[src/rtl/arith_pipe_pkg.sv]
// Shared width helpers and signed range constants for the (a + b) * d - c pipeline.
// Optional feature macro used by the top level: ARITH_PIPE_SAT_EN (saturating width reduction).
package arith_pipe_pkg;

    // Width of a + b for W-bit unsigned operands.
    function automatic int sum_w(input int w);
        return w + 1;
    endfunction

    // Width of (a + b) * d.
    function automatic int prod_w(input int w);
        return 2 * w + 1;
    endfunction

    // Width of the exact signed result (a + b) * d - c.
    function automatic int full_w(input int w);
        return 2 * w + 2;
    endfunction

    // Largest signed value representable in rw bits (rw <= 64).
    function automatic longint res_max(input int rw);
        return (longint'(1) << (rw - 1)) - 1;
    endfunction

    // Smallest signed value representable in rw bits (rw <= 64).
    function automatic longint res_min(input int rw);
        return -(longint'(1) << (rw - 1));
    endfunction

endpackage

[src/rtl/arith_pipe_stage.sv]
// One pipeline register slice: valid bit plus data word, advanced when en is high.
module arith_pipe_stage #(
    parameter int DW = 8
) (
    input  logic          clk,
    input  logic          rst,
    input  logic          en,
    input  logic          in_valid,
    input  logic [DW-1:0] in_data,
    output logic          out_valid,
    output logic [DW-1:0] out_data
);

    logic          valid_reg;
    logic [DW-1:0] data_reg;

    // Capture valid and data together whenever the pipeline is not stalled.
    always_ff @(posedge clk) begin
        if (rst) begin
            valid_reg <= 1'b0;
            data_reg  <= '0;
        end else if (en) begin
            valid_reg <= in_valid;
            data_reg  <= in_data;
        end
    end

    assign out_valid = valid_reg;
    assign out_data  = data_reg;

endmodule

[src/rtl/arith_pipe_sub_mul.sv]
// Three-stage pipeline computing res = (a + b) * d - c with valid/ready handshakes.
// Define ARITH_PIPE_SAT_EN to saturate res on overflow; otherwise res wraps.
// Saturation constants come from 64-bit helpers, so RES_W is limited to 64.
module arith_pipe_sub_mul
    import arith_pipe_pkg::*;
#(
    parameter int W     = 8,
    parameter int RES_W = 2 * W + 2
) (
    input  logic             clk,
    input  logic             rst,
    input  logic             in_valid,
    output logic             in_ready,
    input  logic [W-1:0]     a,
    input  logic [W-1:0]     b,
    input  logic [W-1:0]     c,
    input  logic [W-1:0]     d,
    output logic             out_valid,
    input  logic             out_ready,
    output logic [RES_W-1:0] res,
    output logic             ovf,
    output logic [1:0]       inflight
);

    localparam int SUM_W  = sum_w(W);
    localparam int PROD_W = prod_w(W);
    localparam int FULL_W = full_w(W);
    localparam int S1_W   = SUM_W + 2 * W;
    localparam int S2_W   = PROD_W + W;
    localparam int S3_W   = RES_W + 1;

    logic stall;
    logic en;

    // Whole pipeline freezes while the consumer refuses a valid result.
    assign stall    = out_valid & ~out_ready;
    assign en       = ~stall;
    assign in_ready = ~stall;

    // ---------------- S1: sum, with c and d carried along ----------------
    logic [S1_W-1:0]  s1_in;
    logic [S1_W-1:0]  s1_data;
    logic             s1_valid;
    logic [SUM_W-1:0] s1_sum;
    logic [W-1:0]     s1_c;
    logic [W-1:0]     s1_d;

    assign s1_in = {SUM_W'(a) + SUM_W'(b), c, d};

    arith_pipe_stage #(.DW(S1_W)) u_s1 (
        .clk       (clk),
        .rst       (rst),
        .en        (en),
        .in_valid  (in_valid),
        .in_data   (s1_in),
        .out_valid (s1_valid),
        .out_data  (s1_data)
    );

    assign {s1_sum, s1_c, s1_d} = s1_data;

    // ---------------- S2: product, with c carried along ----------------
    logic [S2_W-1:0]   s2_in;
    logic [S2_W-1:0]   s2_data;
    logic              s2_valid;
    logic [PROD_W-1:0] s2_prod;
    logic [W-1:0]      s2_c;

    assign s2_in = {PROD_W'(s1_sum) * PROD_W'(s1_d), s1_c};

    arith_pipe_stage #(.DW(S2_W)) u_s2 (
        .clk       (clk),
        .rst       (rst),
        .en        (en),
        .in_valid  (s1_valid),
        .in_data   (s2_in),
        .out_valid (s2_valid),
        .out_data  (s2_data)
    );

    assign {s2_prod, s2_c} = s2_data;

    // ---------------- S3: subtract and reduce to RES_W ----------------
    // Both operands are non-negative, so a plain FULL_W-bit subtract yields the
    // correct two's complement result.
    logic [FULL_W-1:0] full;
    logic [RES_W-1:0]  red_res;
    logic              red_ovf;

    assign full = {1'b0, s2_prod} - FULL_W'(s2_c);

    generate
        if (RES_W >= FULL_W) begin : g_extend
            assign red_res = RES_W'($signed(full));
            assign red_ovf = 1'b0;
        end else begin : g_reduce
            // Fits only if every bit from the RES_W sign bit upward equals the top bit.
            logic fits;
            assign fits    = (full[FULL_W-1:RES_W-1] == {(FULL_W-RES_W+1){full[FULL_W-1]}});
            assign red_ovf = ~fits;
`ifdef ARITH_PIPE_SAT_EN
            localparam logic [RES_W-1:0] RES_MAX = RES_W'(res_max(RES_W));
            localparam logic [RES_W-1:0] RES_MIN = RES_W'(res_min(RES_W));
            assign red_res = fits ? full[RES_W-1:0]
                                  : (full[FULL_W-1] ? RES_MIN : RES_MAX);
`else
            assign red_res = full[RES_W-1:0];
`endif
        end
    endgenerate

    logic [S3_W-1:0] s3_data;

    arith_pipe_stage #(.DW(S3_W)) u_s3 (
        .clk       (clk),
        .rst       (rst),
        .en        (en),
        .in_valid  (s2_valid),
        .in_data   ({red_ovf, red_res}),
        .out_valid (out_valid),
        .out_data  (s3_data)
    );

    assign {ovf, res} = s3_data;

    assign inflight = {1'b0, s1_valid} + {1'b0, s2_valid} + {1'b0, out_valid};

endmodule

[config.mk]
export PLATFORM = sky130hd
export DESIGN_NAME = arith_pipe_sub_mul
export DESIGN_NICKNAME = d
export VERILOG_FILES = /design/src/rtl/arith_pipe_pkg.sv /design/src/rtl/arith_pipe_stage.sv /design/src/rtl/arith_pipe_sub_mul.sv
export SDC_FILE = /design/constraint.sdc
export NUM_CORES = 1
export LEC_CHECK = 0
export BUFFER_PORTS_ARGS = -buffer_cell sky130_fd_sc_hd__buf_2
export CAP_MARGIN = 5
export CORE_ASPECT_RATIO = 1.1
export CORE_MARGIN = 10
export CORE_UTILIZATION = 65
export DETAILED_ROUTE_END_ITERATION = 16
export HOLD_SLACK_MARGIN = 0.03
export PLACE_DENSITY = 0.87
export RECOVER_POWER = 50
export SYNTH_ARGS = -nofsm -noshare
export SYNTH_HDL_FRONTEND = slang
export SYNTH_SLANG_ARGS = --single-unit
export TNS_END_PERCENT = 20
[constraint.sdc]
create_clock -name clk -period 13.9 [get_ports clk]
set_input_delay 0.695 -clock clk [delete_from_list [all_inputs] [get_ports clk]]
set_output_delay 0.695 -clock clk [all_outputs]
set_load 0.1 [all_outputs]
[After elaboration in Yosys (flattened, before gate mapping)]
Cells that the tools add are included.
Word-level totals
  logic and storage cells: 14
  output and inout port bits: 23
  register bits: 71
  input bits: 36
Operators by class
  add/subtract/negate cells: 4
  bitwise operators: 3
  multiply operators: 1
Operators by type and width (number)
  subtractor 17 x 8 -> 18 bit: 1
  multiplier 9 x 8 -> 17 bit: 1
  adder 8 x 8 -> 9 bit: 1
  adder 1 x 1 -> 2 bit: 1
  adder 2 x 1 -> 2 bit: 1
  inverter 1 bit: 2
  bitwise AND 1 bit: 1

[Depth between registers and ports, before layout]
Gate-level depths: netlist of the first run.
  depth after elaboration: 3
  gate-level depth with buffers: 16
  gate-level depth less buffers: 16

[By module]
Synthesis of the first run repeated with hierarchy kept, for this count alone.
Second synthesis, totals
  cells, all modules: 616
  area total of the unflattened synthesis: 5820.6 µm²
Modules (own cells, without submodules)
  arith_pipe_sub_mul: sequential area each 0.0 µm², cells an instance 384, area an instance 3228.1 µm², times used 1
  arith_pipe_stage at u_s1 ...: sequential area each 520.5 µm², cells an instance 84, area an instance 943.4 µm², times used 2
  arith_pipe_stage at u_s3: sequential area each 400.4 µm², cells an instance 64, area an instance 705.7 µm², times used 1

[Worst setup path after synthesis of the first run]
No wires, ideal clock.
  path kind: register to register
  start point: register u_s1.data_reg[7] (netlist: u_s1.out_data[7])
  end point: register u_s2.data_reg[22] (netlist: u_s2.out_data[22])
  path slack: 9428 ps
  stages on the path, launching flop included: 16
  period minus slack after synthesis: 4472 ps
  setup time: 117 ps
  data arrival time: 4355 ps
  buffers on the path: 0
  cells stage by stage: dfxtp_1 > nand2_1 > fa_1 > fa_1 > inv_1 > fa_1 > inv_1 > fa_1 > inv_1 > ha_1 > a21o_1 > a31oi_1 > a211oi_1 > o211a_1 > or3_1 > a32o_1
On the way
  longest elaborated chain between the ends: 1
Ends and longest elaborated chain
  start, declared: line arith_pipe_stage.sv:15  | logic [DW-1:0] data_reg;
  start signal, assigned: line arith_pipe_stage.sv:24  | data_reg <= in_data;
  multiplier 9 x 8 -> 17 bit: line arith_pipe_sub_mul.sv:69  | assign s2_in = {PROD_W'(s1_sum) * PROD_W'(s1_d), s1_c};
  end signal, assigned: line arith_pipe_stage.sv:24
  end, declared: line arith_pipe_stage.sv:15
No other way between the ends.
A chain may end at the register's enable or synchronous reset.

[Worst setup path in the final report of the first run]
  start point: input port out_ready
  end point: output port in_ready
On the way
  longest elaborated chain between the ends: 3
Ends and longest elaborated chain
  start, declared: line arith_pipe_sub_mul.sv:19  | input logic out_ready,
  inverter 1 bit: line arith_pipe_sub_mul.sv:36  | assign stall = out_valid & ~out_ready;
  bitwise AND 1 bit: line arith_pipe_sub_mul.sv:36
  inverter 1 bit: line arith_pipe_sub_mul.sv:38  | assign in_ready = ~stall;
  end, declared: line arith_pipe_sub_mul.sv:13  | output logic in_ready,
No other way between the ends.

==> summary.txt, run 1 <==
Status
  • Status: finished, violations left
  • Failing checks: capacitance limit, slew limit

Final layout
  • Fillers: 670
  • Highest-count cells in the layout ignoring fill and taps: nand2_1 (109), inv_1 (73), dfxtp_1 (71)
  • Share of layout cells above drive strength 1: 8.82%
  • Ant. Diodes: 0
  • Most common cell after layout, fill and taps aside: nand2_1
  • Footprint of the multi-input gates: 3780 um^2
  • Final nets: 855
  • FF+latch area: 1420 um^2
  • Final Non-Filler Cells: 837
  • Syn-to-layout area delta: 9.19%

Clocking
  • Post-CTS resize count: 0
  • Setup bufs post-CTS: 0
  • Hold_buf cts: 0
  • Clock buffer depth: 2
  • H-tree lvl count: 3
  • CTS tree: yes
  • Num CTS Buffers: 9
  • Num Clock Sinks: 71
  • Clock transition at path regs: 0.07 ns
  • Clk root buf: clkbuf_8
  • Skew-Pair Late Insertion Delay: 0.34 ns

Yosys
  • Synth top area cells: dfxtp_1 (26%), fa_1 (16%), ha_1 (12%)
  • Syn_nets: 807
  • Post-synth EDFFs: 0
  • Mean Syn Cell Area: 8.28 um^2
  • Leading area contributor after synthesis: dfxtp_1
  • Sequential area share after synthesis: 25.5%
  • Synthesis Warnings: 0
  • Gate Count Post-Synth: 673
  • Async set-reset flop share out of synthesis: 0%
  • Top cell type's share of synthesized area: 25.5%
  • FF+latch count, synth: 71
  • Synth unique cells: 51
  • Post-synth top flop: dfxtp_1
  • Synth Cell Area: 5570 um^2

Worst setup path
  • R2R cell count: 7
  • Reg2Reg Setup Slack: 8.65 ns
  • R2R Path Start: u_s3.out_valid
  • Worst Setup End Kind: primary output
  • Crit path launch type: input port
  • CP max FO: 69
  • WP data arrival: 4.94 ns
  • Critical path class: input port to primary output
  • Critical Path RT: 13.20 ns
  • R2R Path End: u_s2.out_data[21]

Worst hold path
  • Path type of the worst min-delay path: flip-flop to flip-flop
  • WHS Path Cells: 2
  • Worst Hold Launch: u_s2.out_data[3]
  • Worst Hold End: u_s2.out_data[3]

Placement
  • Cell Count Post-Placement: 821
  • HPWL Detailed: 10200 um
  • GP Congestion: 0.952
  • PortBufs: 57

Floorplan
  • Die area: 12700 um^2
  • Starting density of the core: 66.6%
  • Die Height: 117 um
  • Die width: 108 um
  • Row cnt: 35
  • Core area: 8360 um^2
  • Ports: 59

Route
  • # DRC: 0
  • Drt total wl: 13200 um
  • Initial DRC count: 309
  • Post-route ant nets: 0
  • Vias/cell: 5.77
  • Routed len/inst: 15.7 um
  • Drt first pass iters: 5
  • Vias after detailed routing: 4829

STA
  • Tcrit/Tclk final: 40.5%
  • Final Slew Violations: 70
  • F_max: 178 MHz
  • Skew final: 0.00976 ns
  • Worst hold margin: 0.452 ns
  • Worst-Margin Slew: 2.98 ns
  • RSZ-0062 raised after global routing: no
  • Relative max-transition margin: -98.4%
  • Fin crit period: 5.63 ns
  • Final Setup Violations: 0
  • Setup Total Neg Slack: 0 ns
  • Final Hold Vio Count: 0

Power and ir drop
  • Worst VDD drop: 134 uV
  • Overall Power: 0.770 mW
  • Pwr dens: 127 nW/um^2
  • Leakage: 2.90 nW

GRT
  • All-layer global routing usage: 21.5%
  • Global-route wire length before repair: 22600 um
  • GR Overflow Total: 0
  • Largest net degree at the start of global routing: 77
  • Vias in the first global route: 4947
  • Antenna violations before repair: 0

Run
  • Total of max-cap violations: 1
==> where the power goes <==
| part | switching, mW | internal, mW |
|---|---|---|
| combinational | 0.252 | 0.105 |
| sequential | 0.0290 | 0.234 |
| clock | 0.0806 | 0.0702 |
==> critical path, cell delays in order <==
cell and delay [ns]:
buf_2 0.10, nor2b_1 0.10, clkbuf_1 2.11, inv_1 1.32
buf_2 0.59
==> cell usage after synthesis (7+ instances only) <==
cell type	number
a211oi_1	12
a21oi_1	59
and2_1	60
clkbuf_1	21
dfxtp_1	71
fa_1	45
ha_1	53
inv_1	72
nand2_1	109
nand3_1	10
nand3b_1	7
nor2_1	32
nor2b_1	11
nor3_1	11
o21ai_0	21
or3_1	9
xnor2_1	9
==> cell families (layout without fill, tap and decap cells) <==
logic type               after synthesis  after routing  synth area share [%]
other                                  1              1                0.0673
AND/OR/NAND/NOR                      267            267                  23.8
multiplexers                           1              1                 0.180
flip-flops                            71             71                  25.5
XOR/XNOR                              15             15                  2.36
adder cells (fa/ha/maj)               98             98                  28.1
buffers and inverters                 96            149                  6.54
AO/OA/AOI/OAI                        124            124                  13.5
==> cell type report <==
cell class                      count  area share (%)
Clock buffer                       10            2.26
Clock inverter                      6           0.741
Inverter                           73            4.51
Multi-Input combinational cell    506            62.2
Sequential cell                    71            23.4
Tap cell                          111            2.28
Timing Repair Buffer               60            4.61
==> worst max-delay path by stage <==
stage / to / cells past startpoint / start
after floorplan: u_s2.out_data[22] / 15 / u_s1.out_data[7]
after global placement: u_s2.out_data[22] / 15 / u_s1.out_data[16]
after detailed placement: u_s2.out_data[22] / 15 / u_s1.out_data[7]
after CTS: u_s2.out_data[22] / 15 / u_s1.out_data[7]
after global routing: in_ready / 4 / u_s3.out_valid
final: in_ready / 5 / out_ready
==> registers in the layout (all words and copies together) (netlist names) <==
register / flops
u_s3.out_data: 18
u_s3.out_valid: 1
u_s2.out_valid: 1
u_s1.out_valid: 1
u_s1.out_data: 25
u_s2.out_data: 25
==> metrics by stage <==
stage	util, %	cell area [um^2]	setup WS (ns)
after floorplan	-	5570	9.43
after global placement	70.9	5930	9.21
after detailed placement	70.9	5930	9.07
after CTS	73.1	6120	9.03
after global routing	72.7	6080	7.84
final	72.7	6080	8.27
==> layer usage <==
| metal | part of all wire (%) | routed length [um] | GRT usage, % |
|---|---|---|---|
| met1 | 43 | 5670 | 26.5 |
| met2 | 50 | 6530 | 37.7 |
| met3 | 5.7 | 753 | 4.11 |
| met4 | 1.7 | 221 | 5.63 |
| met5 | 0 | 0 | 0 |
(Power assumes the default switching activity.)
==> inputs of run 2 (changes only) <==
Settings changed: CORE_UTILIZATION 65 to 60, PLACE_DENSITY 0.87 to 0.81.
Clock period 13.9 ns to 5.6 ns, I/O delays scaled along.
==> summary.txt, run 2 (synthesized netlist as in run 1, its figures left out) <==
Final layout
  • Highest-count cells in the layout ignoring fill and taps: nand2_1 (109), inv_1 (73), dfxtp_1 (71)
  • Final nets: 855 (unchanged)
  • Final Non-Filler Cells: 840 (+0.36%)
  • Share of layout cells above drive strength 1: 8.54% (-0.28 points)
  • Syn-to-layout area delta: 9.88%
  • Fillers: 750 (+12%)
  • Post-Layout Inst Area: 6120 um^2 (+0.64%)
  • Ant. Diodes: 0 (unchanged)
  • Most common cell after layout, fill and taps aside: nand2_1

Power and ir drop
  • Pwr dens: 328 nW/um^2 (+160%)
  • Clk pwr share: 23.0% (+3.4 points)
  • Internal: 1.09 mW (+170%)
  • Leakage: 2.92 nW (+0.77%)
  • Comb pwr share: 44.5% (-1.8 points)
  • Worst VDD drop: 258 uV (+93%)
  • Register share of total power: 32.5% (-1.6 points)
  • Psw: 0.916 mW (+150%)
  • Switching part of the total power: 45.6% (-1.4 points)

STA
  • Setup Total Neg Slack: 0 ns (unchanged)
  • Skew final: 0.00966 ns (-0.000103 ns)
  • Final Setup Violations: 0 (unchanged)
  • F_max: 203 MHz
  • Worst-Margin Slew: 1.58 ns (-1.40 ns)
  • Fin crit period: 4.93 ns
  • Relative max-transition margin: -5.26% (+93 points)
  • Final Slew Violations: 39 (-44%)
  • Tcrit/Tclk final: 88.1%
  • Worst hold margin: 0.157 ns (-0.295 ns)
  • RSZ-0062 raised after global routing: no
  • Final Hold Vio Count: 0 (unchanged)

Status
  • Status: finished, violations left
  • Failing checks: capacitance limit, slew limit

Clocking
  • CTS tree: yes
  • Clk root buf: clkbuf_8
  • Post-CTS resize count: 0 (unchanged)
  • Setup bufs post-CTS: 0 (unchanged)
  • Clock buffer depth: 2 (unchanged)
  • Skew-Pair Late Insertion Delay: 0.36 ns (+0.02 ns)
  • Num Clock Sinks: 71 (unchanged)
  • Num CTS Buffers: 9 (unchanged)
  • Clock transition at path regs: 0.08 ns (about the same)
  • H-tree lvl count: 3 (unchanged)
  • Hold_buf cts: 0 (unchanged)

Route
  • Vias/cell: 5.67 (-1.8%)
  • Drt total wl: 13700 um (+4.0%)
  • # DRC: 0 (unchanged)
  • Drt first pass iters: 5 (unchanged)
  • Post-route ant nets: 0 (unchanged)
  • Vias after detailed routing: 4759 (-1.4%)
  • Routed len/inst: 16.3 um (+3.6%)
  • Initial DRC count: 328 (+6.1%)

Worst setup path
  • Critical Path RT: 5.86 ns (-7.34 ns)
  • Worst Setup End Kind: flip-flop
  • WP data arrival: 5.19 ns (+0.25 ns)
  • Crit path launch type: flip-flop
  • Critical path class: flip-flop to flip-flop
  • CP max FO: 9 (-87%)

Floorplan
  • Core area: 8960 um^2 (+7.2%)
  • Die width: 112 um (+3.3%)
  • Die Height: 121 um (+3.4%)
  • Die area: 13500 um^2 (+6.8%)
  • Ports: 59 (unchanged)
  • Starting density of the core: 62.1% (-4.5 points)
  • Row cnt: 36 (+2.9%)

GRT
  • Largest net degree at the start of global routing: 77 (unchanged)
  • All-layer global routing usage: 20.2% (-1.3 points)
  • Vias in the first global route: 4759 (-3.8%)
  • Global-route wire length before repair: 22700 um (+0.82%)
  • Antenna violations before repair: 0 (unchanged)
  • GR Overflow Total: 0 (unchanged)

Placement
  • GP Congestion: 0.930 (-2.4%)
  • Cell Count Post-Placement: 824 (+0.37%)
  • Placed cell area: 5940 um^2 (about the same)
  • PortBufs: 57 (unchanged)
  • HPWL Detailed: 10600 um (+4.3%)

Worst hold path
  • Path type of the worst min-delay path: input port to flip-flop

Run
  • Total of max-cap violations: 1 (unchanged)
-- run 2: cell types whose count changed in the layout (fill, tap and decap cells not counted) --
cell and delta:
buf_2 -2, bufinv_16 +2, clkinv_2 +1, clkinv_4 +1, clkinvlp_4 -3, clkbuf_8 -1
clkbuf_1 +2
-- run 2: final timing paths --
| kind | from | endpoint | slack, ns | cells past startpoint |
|---|---|---|---|---|
| max | u_s1.out_data[16] | u_s2.out_data[22] | 0.67 | 15 |
| min | c[3] | u_s1.out_data[11] | 0.16 | 3 |
| max reg2reg | u_s1.out_data[16] | u_s2.out_data[22] | 0.67 | 15 |
| min reg2reg | u_s1.out_data[11] | u_s1.out_data[11] | 0.45 | 2 |
-- run 2: power by group through the flow --
stage               sequential (mW)  combinational (mW)  clock (mW)
floorplan                     0.920               0.437           0
global placement              0.656               0.882           0
detailed placement            0.661               0.896           0
CTS                           0.651               0.906       0.467
global route                  0.664               0.967       0.488
finish                        0.653               0.893       0.462
-- run 2: per-layer routing --
metal	share of wire (%)	up-vias	global-route usage (%)
met5	0	-	0
met4	2.1	0	8.44
met3	4.3	26	3.51
met2	49	146	33.6
met1	45	2255	25.3
li1	-	2332	-
-- run 2: through the flow --
| step | setup slack (ns) | power [mW] | util [%] |
|---|---|---|---|
| 5_1_grt | 0.478 | 2.12 | 68.3 |
| 2_1_floorplan | 1.13 | 1.36 | - |
| 6_report | 0.666 | 2.01 | 68.3 |
| 3_3_place_gp | 0.883 | 1.54 | 66.2 |
| 4_1_cts | 0.720 | 2.02 | 68.7 |
| 3_5_place_dp | 0.741 | 1.56 | 66.2 |
-- run 2: worst max-delay path, cell delays in order (launching register included) --
cell and delay (ns):
dfxtp_1 0.48, nand2_1 0.13, fa_1 0.51, fa_1 0.54
inv_1 0.05, fa_1 0.53, inv_1 0.06, fa_1 0.56
inv_1 0.06, ha_1 0.37, a21o_1 0.21, a31oi_1 0.28
a211oi_1 0.22, o211a_1 0.27, or3_1 0.31, a32o_1 0.25
-- run 2: area by class of cell --
type                    count  area [um^2]  share of cell area [%]
repair buffers             60          278                    4.54
multi-input cells         506         3780                    61.8
well taps                 114          143                    2.33
flip-flops and latches     71         1420                    23.2
clock buffers               9          124                    2.02
inverters                  73          274                    4.48
clock inverters             7         96.3                    1.57
